--- src/rtl/button_debouncer_pkg.sv ---
// Shared helpers for the button debouncer: cycle-count derivation and
// counter sizing. Optional long-press detection is enabled by defining
// BUTTON_DEBOUNCER_LONG_PRESS_EN.
package button_debouncer_pkg;

    // Number of consecutive differing samples needed before a level is accepted.
    function automatic int stable_cycles(input int freq, input int us);
        int cycles;
        cycles = (freq / 1000000) * us;
        if (cycles < 1) begin
            cycles = 1;
        end
        return cycles;
    endfunction

    // Number of cycles a debounced high level must persist to count as a long press.
    function automatic int long_cycles(input int freq, input int ms);
        int cycles;
        cycles = (freq / 1000) * ms;
        if (cycles < 1) begin
            cycles = 1;
        end
        return cycles;
    endfunction

    // Width able to hold 0..max_value, never narrower than one bit.
    function automatic int counter_width(input int max_value);
        if (max_value < 1) begin
            return 1;
        end
        return $clog2(max_value + 1);
    endfunction

endpackage : button_debouncer_pkg

--- src/rtl/debounce_channel.sv ---
// One channel of the button debouncer: synchroniser, stability filter,
// registered edge pulses and, when BUTTON_DEBOUNCER_LONG_PRESS_EN is
// defined, a saturating hold counter driving long_press.
module debounce_channel #(
    parameter int   STABLE_CYCLES = 1,
    parameter int   COUNT_WIDTH   = 1,
    parameter int   SYNC_STAGES   = 2,
    parameter logic RESET_LEVEL   = 1'b0
`ifdef BUTTON_DEBOUNCER_LONG_PRESS_EN
   ,parameter int   LONG_CYCLES   = 1,
    parameter int   LONG_WIDTH    = 1
`endif
) (
    input  logic clock,
    input  logic reset,
    input  logic button_in,
    output logic button_out,
    output logic rise_pulse,
    output logic fall_pulse,
    output logic long_press
);

    // Filter terminal count: the flip happens when this many prior differing
    // samples have been counted and one more differing sample arrives.
    localparam logic [COUNT_WIDTH-1:0] COUNT_LAST = COUNT_WIDTH'(STABLE_CYCLES - 1);

    logic [SYNC_STAGES-1:0] sync_q, sync_d;
    logic                   sync_s;
    logic                   state_q, state_d;
    logic [COUNT_WIDTH-1:0] count_q, count_d;
    logic                   rise_q, rise_d;
    logic                   fall_q, fall_d;

    assign sync_s = sync_q[SYNC_STAGES-1];

    // Next-state for synchroniser, filter counter, debounced level and pulses.
    always_comb begin
        sync_d  = {sync_q[SYNC_STAGES-2:0], button_in};
        state_d = state_q;
        count_d = '0;
        rise_d  = 1'b0;
        fall_d  = 1'b0;
        if (sync_s != state_q) begin
            if (count_q == COUNT_LAST) begin
                state_d = sync_s;
                rise_d  = sync_s;
                fall_d  = ~sync_s;
            end else begin
                count_d = count_q + COUNT_WIDTH'(1);
            end
        end
    end

    // Registers; synchroniser resets to the channel's idle level so no edge follows reset.
    always_ff @(posedge clock) begin
        if (reset) begin
            sync_q  <= {SYNC_STAGES{RESET_LEVEL}};
            state_q <= RESET_LEVEL;
            count_q <= '0;
            rise_q  <= 1'b0;
            fall_q  <= 1'b0;
        end else begin
            sync_q  <= sync_d;
            state_q <= state_d;
            count_q <= count_d;
            rise_q  <= rise_d;
            fall_q  <= fall_d;
        end
    end

    assign button_out = state_q;
    assign rise_pulse = rise_q;
    assign fall_pulse = fall_q;

`ifdef BUTTON_DEBOUNCER_LONG_PRESS_EN
    localparam logic [LONG_WIDTH-1:0] HOLD_MAX = LONG_WIDTH'(LONG_CYCLES);

    logic [LONG_WIDTH-1:0] hold_q, hold_d;
    logic                  long_q, long_d;

    // Hold counter follows the next debounced level so long_press drops with fall_pulse.
    always_comb begin
        hold_d = hold_q;
        if (!state_d) begin
            hold_d = '0;
        end else if (state_q && (hold_q != HOLD_MAX)) begin
            hold_d = hold_q + LONG_WIDTH'(1);
        end
        long_d = (hold_d == HOLD_MAX);
    end

    // Hold counter and long-press level registers.
    always_ff @(posedge clock) begin
        if (reset) begin
            hold_q <= '0;
            long_q <= 1'b0;
        end else begin
            hold_q <= hold_d;
            long_q <= long_d;
        end
    end

    assign long_press = long_q;
`else
    assign long_press = 1'b0;
`endif

endmodule : debounce_channel

--- src/rtl/button_debouncer.sv ---
// Multi-channel input conditioner for asynchronous board inputs. Derives
// cycle counts from the clock frequency and instantiates one independent
// debounce_channel per input bit. Long-press detection is included only
// when BUTTON_DEBOUNCER_LONG_PRESS_EN is defined.
module button_debouncer
    import button_debouncer_pkg::*;
#(
    parameter int                  CHANNELS           = 2,
    parameter int                  CLOCK_FREQUENCY    = 12000000,
    parameter int                  DEBOUNCE_TIME_US   = 10000,
    parameter int                  SYNC_STAGES        = 2,
    parameter logic [CHANNELS-1:0] RESET_VALUE        = {CHANNELS{1'b0}},
    parameter int                  LONG_PRESS_TIME_MS = 1000
) (
    input  logic                clock,
    input  logic                reset,
    input  logic [CHANNELS-1:0] button_in,
    output logic [CHANNELS-1:0] button_out,
    output logic [CHANNELS-1:0] rise_pulse,
    output logic [CHANNELS-1:0] fall_pulse,
    output logic [CHANNELS-1:0] long_press
);

    localparam int STABLE_CYCLES = stable_cycles(CLOCK_FREQUENCY, DEBOUNCE_TIME_US);
    localparam int COUNT_WIDTH   = counter_width(STABLE_CYCLES);
`ifdef BUTTON_DEBOUNCER_LONG_PRESS_EN
    localparam int LONG_CYCLES   = long_cycles(CLOCK_FREQUENCY, LONG_PRESS_TIME_MS);
    localparam int LONG_WIDTH    = counter_width(LONG_CYCLES);
`endif

    // Reject configurations the channel logic cannot build.
    if (CHANNELS < 1 || SYNC_STAGES < 2 || LONG_PRESS_TIME_MS < 1) begin : g_param_check
        $error("button_debouncer: invalid parameter set");
    end

    for (genvar i = 0; i < CHANNELS; i++) begin : g_ch
        debounce_channel #(
            .STABLE_CYCLES (STABLE_CYCLES),
            .COUNT_WIDTH   (COUNT_WIDTH),
            .SYNC_STAGES   (SYNC_STAGES),
            .RESET_LEVEL   (RESET_VALUE[i])
`ifdef BUTTON_DEBOUNCER_LONG_PRESS_EN
           ,.LONG_CYCLES   (LONG_CYCLES),
            .LONG_WIDTH    (LONG_WIDTH)
`endif
        ) u_ch (
            .clock      (clock),
            .reset      (reset),
            .button_in  (button_in[i]),
            .button_out (button_out[i]),
            .rise_pulse (rise_pulse[i]),
            .fall_pulse (fall_pulse[i]),
            .long_press (long_press[i])
        );
    end

endmodule : button_debouncer

--- config.mk ---
export PLATFORM = sky130hd
export DESIGN_NAME = button_debouncer
export DESIGN_NICKNAME = d
export VERILOG_FILES = /design/src/rtl/button_debouncer_pkg.sv /design/src/rtl/debounce_channel.sv /design/src/rtl/button_debouncer.sv
export SDC_FILE = /design/constraint.sdc
export NUM_CORES = 1
export LEC_CHECK = 0
export ABC_AREA = 1
export BUFFER_PORTS_ARGS = -buffer_cell sky130_fd_sc_hd__buf_2
export CAP_MARGIN = 20
export CORE_MARGIN = 3
export CORE_UTILIZATION = 60
export DETAILED_ROUTE_END_ITERATION = 8
export PLACE_DENSITY_LB_ADDON = 0.25
export SETUP_SLACK_MARGIN = 0.2
export SYNTH_ARGS = -nofsm -noshare
export SYNTH_HDL_FRONTEND = slang
export SYNTH_SLANG_ARGS = --single-unit
--- constraint.sdc ---
create_clock -name clock -period 3.7 [get_ports clock]
set_input_delay 0.74 -clock clock [delete_from_list [all_inputs] [get_ports clock]]
set_output_delay 0.74 -clock clock [all_outputs]
set_load 0.03 [all_outputs]
# After elaboration in Yosys (flattened, before gate mapping)

Cells that the tools add are included.

Register bits: 44
Word-level logic and storage cells: 28

$add $sub $neg: 2
Equality and inequality tests: 4
Bitwise gates (word level): 6
Reductions and logical operators: 6

Operator list:

| cell                                           | number |
|---|---|
| adder 17 x 1 -> 17 bit (second input constant) | 2 |
| == test 17 bit (second input constant)         | 2 |
| OR reduction 3 bit                             | 4 |
| NOT 1 bit                                      | 6 |
| AND reduction 2 bit                            | 2 |
| inequality test 1 bit                          | 2 |

# Logic depth before layout (Yosys ltp)

Depth in word-level cells: 3
Gate-level depth with buffers: 8
Depth with buffers taken out: 7

# By module

From an unflattened synthesis, not the netlist that was laid out.

Cell total of the unflattened synthesis: 309
Area, all modules: 2190.9 um^2

Modules (own cells, without submodules):

| module                           | instances | cells each | area an instance (um^2) | sequential area each (um^2) |
|---|---|---|---|---|
| debounce_channel at g_ch[1].u_ch | 1         | 155        | 1123.6                  | 440.4 |
| debounce_channel at g_ch[0].u_ch | 1         | 154        | 1067.3                  | 440.4 |

# Least setup slack after synthesis

OpenSTA, ideal clock, no wires.

Kind: reg2reg
Start point: register g_ch[1].u_ch.count_q[0]
End point: register g_ch[1].u_ch.count_q[10]
Library setup time: 0.115 ns
Arrival: 1.239 ns
Data required time: 3.585 ns
Path slack: 2.347 ns
Stages on the path, launching flop included: 8
Path buffers: 1
Period minus slack after synthesis: 1.353 ns
Path through: dfxtp_1 > ha_1 > nand3_2 > nor2_4 > nand3_4 > nand2_4 > buf_12 > nor2_2

Longest elaborated chain between the ends: 2

RTL lines:

| what                                                           | RTL line               | text |
|---|---|---|
| start, declared                                                | debounce_channel.sv:30 | `logic [COUNT_WIDTH-1:0] count_q, count_d;` |
| start signal, assigned                                         | debounce_channel.sv:65 | `count_q <= count_d;` |
| branches (longest 2 deep; another with adder 17 x 1 -> 17 bit) | n/a                    |  |

Parallel ways; which one is timed is not known.
A chain may end at the register's enable or synchronous reset.

# Final worst setup path

Start point: register g_ch[1].u_ch.state_q
End point: output button_out[1]

RTL lines:

| what                   | RTL line               | text |
|---|---|---|
| start, declared        | debounce_channel.sv:29 | `logic state_q, state_d;` |
| start signal, assigned | debounce_channel.sv:64 | `state_q <= state_d;` |
| end, declared          | button_debouncer.sv:18 | `output logic [CHANNELS-1:0] button_out,` |

No word-level cell between the ends.

==> flow_metrics.env <==
export IMPL_dp_hpwl_um=2570
export IMPL_cts_tree="built"
export IMPL_ys_ff_latch=44
export IMPL_cp_slowest_stage_delay_ns=0.41
export IMPL_min_period_ns=1.72
export IMPL_finalWirelength_um=3470
export IMPL_core_area_um2=3390
export IMPL_worst_setup_path_start_kind="register"
export IMPL_drc_errors=0
export IMPL_pwr_share_seq=0.612
export IMPL_rows=21
export IMPL_synth_edf_count=0
export IMPL_min_period_over_period=0.464
export IMPL_final_seq_area_um2=881
export IMPL_cts_setup_buffers=0
export IMPL_cp_max_fo=4
export IMPL_p_int_w=0.000622
export IMPL_final_nets=305
export IMPL_pwr_density_cell_nw_per_um2=348
export IMPL_initial_core_util=0.635
export IMPL_multi_input_area_um2=1050
export IMPL_cts_root_buf="clkbuf_4"
export IMPL_ctsResizeCount=0
export IMPL_dp_slack_ns=2.07
export IMPL_clkTransAtPathRegs_ns=0.12
export IMPL_power_share_clock=0.369
export IMPL_worstPathCellList="buf_2"
export IMPL_status="finished clean"
export IMPL_worst_ep_arrival_time_ns=0.98
export IMPL_grt_overflow_total=0
export IMPL_holdCritPathClass="reg2reg"
export IMPL_ys_flop_type="dfxtp_1"
export IMPL_synthCells=292
export IMPL_fin_setup_tns_ns=0
export IMPL_synth_area_per_cell_um2=7.37
export IMPL_grt_max_degree=18
export IMPL_swShare=0.204
export IMPL_rsz0062_at_grt="no"
export IMPL_final_area_um2=2240
export IMPL_worst_setup_path_end_kind="output pin"
export IMPL_final_common_cell="nand2_1"
export IMPL_final_hold_violation_count=0
export IMPL_pin_count=12
export IMPL_yosys_warnings=0
export IMPL_die_area_um2=4340
export IMPL_wl_per_cell_um=10.0
export IMPL_crit_buf_inv=1
export IMPL_post_dp_cell_area_um2=2170
export IMPL_gr_usage_all_layers=0.182
export IMPL_finalClockSkew_ns=0.00908
export IMPL_cts_buffers_inserted=5
export IMPL_gp_congestion=0.886
export IMPL_drt_iter0_markers=88
export IMPL_fp_dieH_um=65.9
export IMPL_fill_cells=304
export IMPL_synthesis_area_um2=2150
export IMPL_via_per_inst=4.83
export IMPL_async_flop_share=0
export IMPL_hold_slack_ns=0.414
export IMPL_cpMaxStageDelayCell="dfxtp_1"
export IMPL_htree_levels=2
export IMPL_finalSetupViolCount=0
export IMPL_n_antenna_cell=0
export IMPL_antenna_found_initial=0
export IMPL_ys_seq_area_frac=0.409
export IMPL_cap_violations=0
export IMPL_ctsHoldBuffers=0
export IMPL_cts_sinks=44
export IMPL_p_sw_w=0.000159
export IMPL_synth_cell_types=29
export IMPL_drv_slew=0
export IMPL_worst_slack_ns=1.98
export IMPL_crit_family="flip-flops"
export IMPL_clockBufferDepth=2
export IMPL_dieWidth_um=65.9
export IMPL_ir_drop_uv=255
export IMPL_firstDrtPassIters=4
export IMPL_critPathRequiredTime_ns=2.96
export IMPL_crit_type="reg2out"
export IMPL_synthToLayoutAreaGrowth_pct=4.24
export IMPL_antenna_left=0
export IMPL_clkLatencyLatePin_ns=0.35
export IMPL_combPwrFrac=0.018
export IMPL_grt_pass1_vias=1517
export IMPL_final_cell_mix="65 x nand2_1, 52 x nor2_1, 44 x dfxtp_1"
export IMPL_io_buffers=9
export IMPL_fmax_mhz=582
export IMPL_num_vias=1672
export IMPL_grt_pass1_wl_um=6150
export IMPL_p_leak_nw=0.754
export IMPL_drive_gt1_frac=0.143
-- Yosys cell counts (3+ instances only) --
cell     instances  area (um^2)
a21oi_1         14         70.1
a21oi_2          3         26.3
buf_4            8         60.1
dfxtp_1         44          881
inv_1           35          131
nand2_1         65          244
nand3_1         12         60.1
nand3_2          3         30.0
nand4_1          6         37.5
nor2_1          52          195
nor2_2           9         56.3
nor2_4           4         45.0
o21ai_0          5         25.0
or2_2            3         18.8
xnor2_1          4         35.0
xor2_1           9         78.8
-- per-layer routing --
layer,track usage,wire length [um]
met3,0.0527,151
met2,0.285,1550
met1,0.230,1710
met5,0,0
met4,0.0829,61
-- registers in the layout (all words and copies together), names as in the netlist --
name	flops
g_ch.u_ch.button_out	2
g_ch.u_ch.sync_q	4
g_ch.u_ch.count_q	34
g_ch.u_ch.rise_pulse	2
g_ch.u_ch.fall_pulse	2
-- cell families (layout without fill, tap and decap cells) --
| kind of cell | Yosys count | after routing | synth area share |
|---|---|---|---|
| simple gates | 165 | 165 | 0.365 |
| buf+inv | 45 | 52 | 0.103 |
| flops | 44 | 44 | 0.409 |
| compound gates | 22 | 22 | 0.0564 |
| xor+xnor | 13 | 13 | 0.0529 |
| fa+ha+maj | 2 | 2 | 0.0116 |
| other cells | 1 | 2 | 0.00174 |
-- worst register-to-register path: stages, from the launching register on --
cell and delay (ns):
dfxtp_1 0.41, ha_1 0.22, nand3_2 0.14, nor2_4 0.21, nand3_4 0.12, nand2_4 0.23, a21oi_1 0.07
-- power by group through the flow --
stage                     registers [W]  logic (W)  clock network (W)
after floorplan                0.000488  0.0000139                  0
after global placement         0.000489  0.0000145                  0
after detailed placement       0.000489  0.0000144                  0
after CTS                      0.000478  0.0000145           0.000296
after global routing           0.000479  0.0000167           0.000317
final                          0.000478  0.0000144           0.000288
-- per-stage QoR --
stage | cells | utilization | total power (W)
2_1_floorplan | 293 | - | 0.000502
3_3_place_gp | 338 | 0.640 | 0.000503
3_5_place_dp | 338 | 0.640 | 0.000503
4_1_cts | 346 | 0.662 | 0.000788
5_1_grt | 346 | 0.662 | 0.000812
6_report | 346 | 0.662 | 0.000781
-- final cells by class --
| class | count | share of cell area |
|---|---|---|
| Tap cell | 46 | 0.0256 |
| Timing Repair Buffer | 9 | 0.0201 |
| Multi-Input combinational cell | 204 | 0.469 |
| Inverter | 35 | 0.0585 |
| Sequential cell | 44 | 0.392 |
| Clock buffer | 6 | 0.0184 |
| Clock inverter | 2 | 0.0156 |
-- worst paths after layout --
path / end / slack [ns] / startpoint / cells past startpoint
setup / recovery: button_out[1] / 1.98 / g_ch[1].u_ch.button_out / 1
hold / removal: g_ch[1].u_ch.sync_q[1] / 0.41 / g_ch[1].u_ch.sync_q[0] / 2
setup reg to reg: g_ch[1].u_ch.count_q[3] / 2.19 / g_ch[1].u_ch.count_q[0] / 6
hold reg to reg: g_ch[1].u_ch.sync_q[1] / 0.41 / g_ch[1].u_ch.sync_q[0] / 2
(Power assumes the default switching activity.)
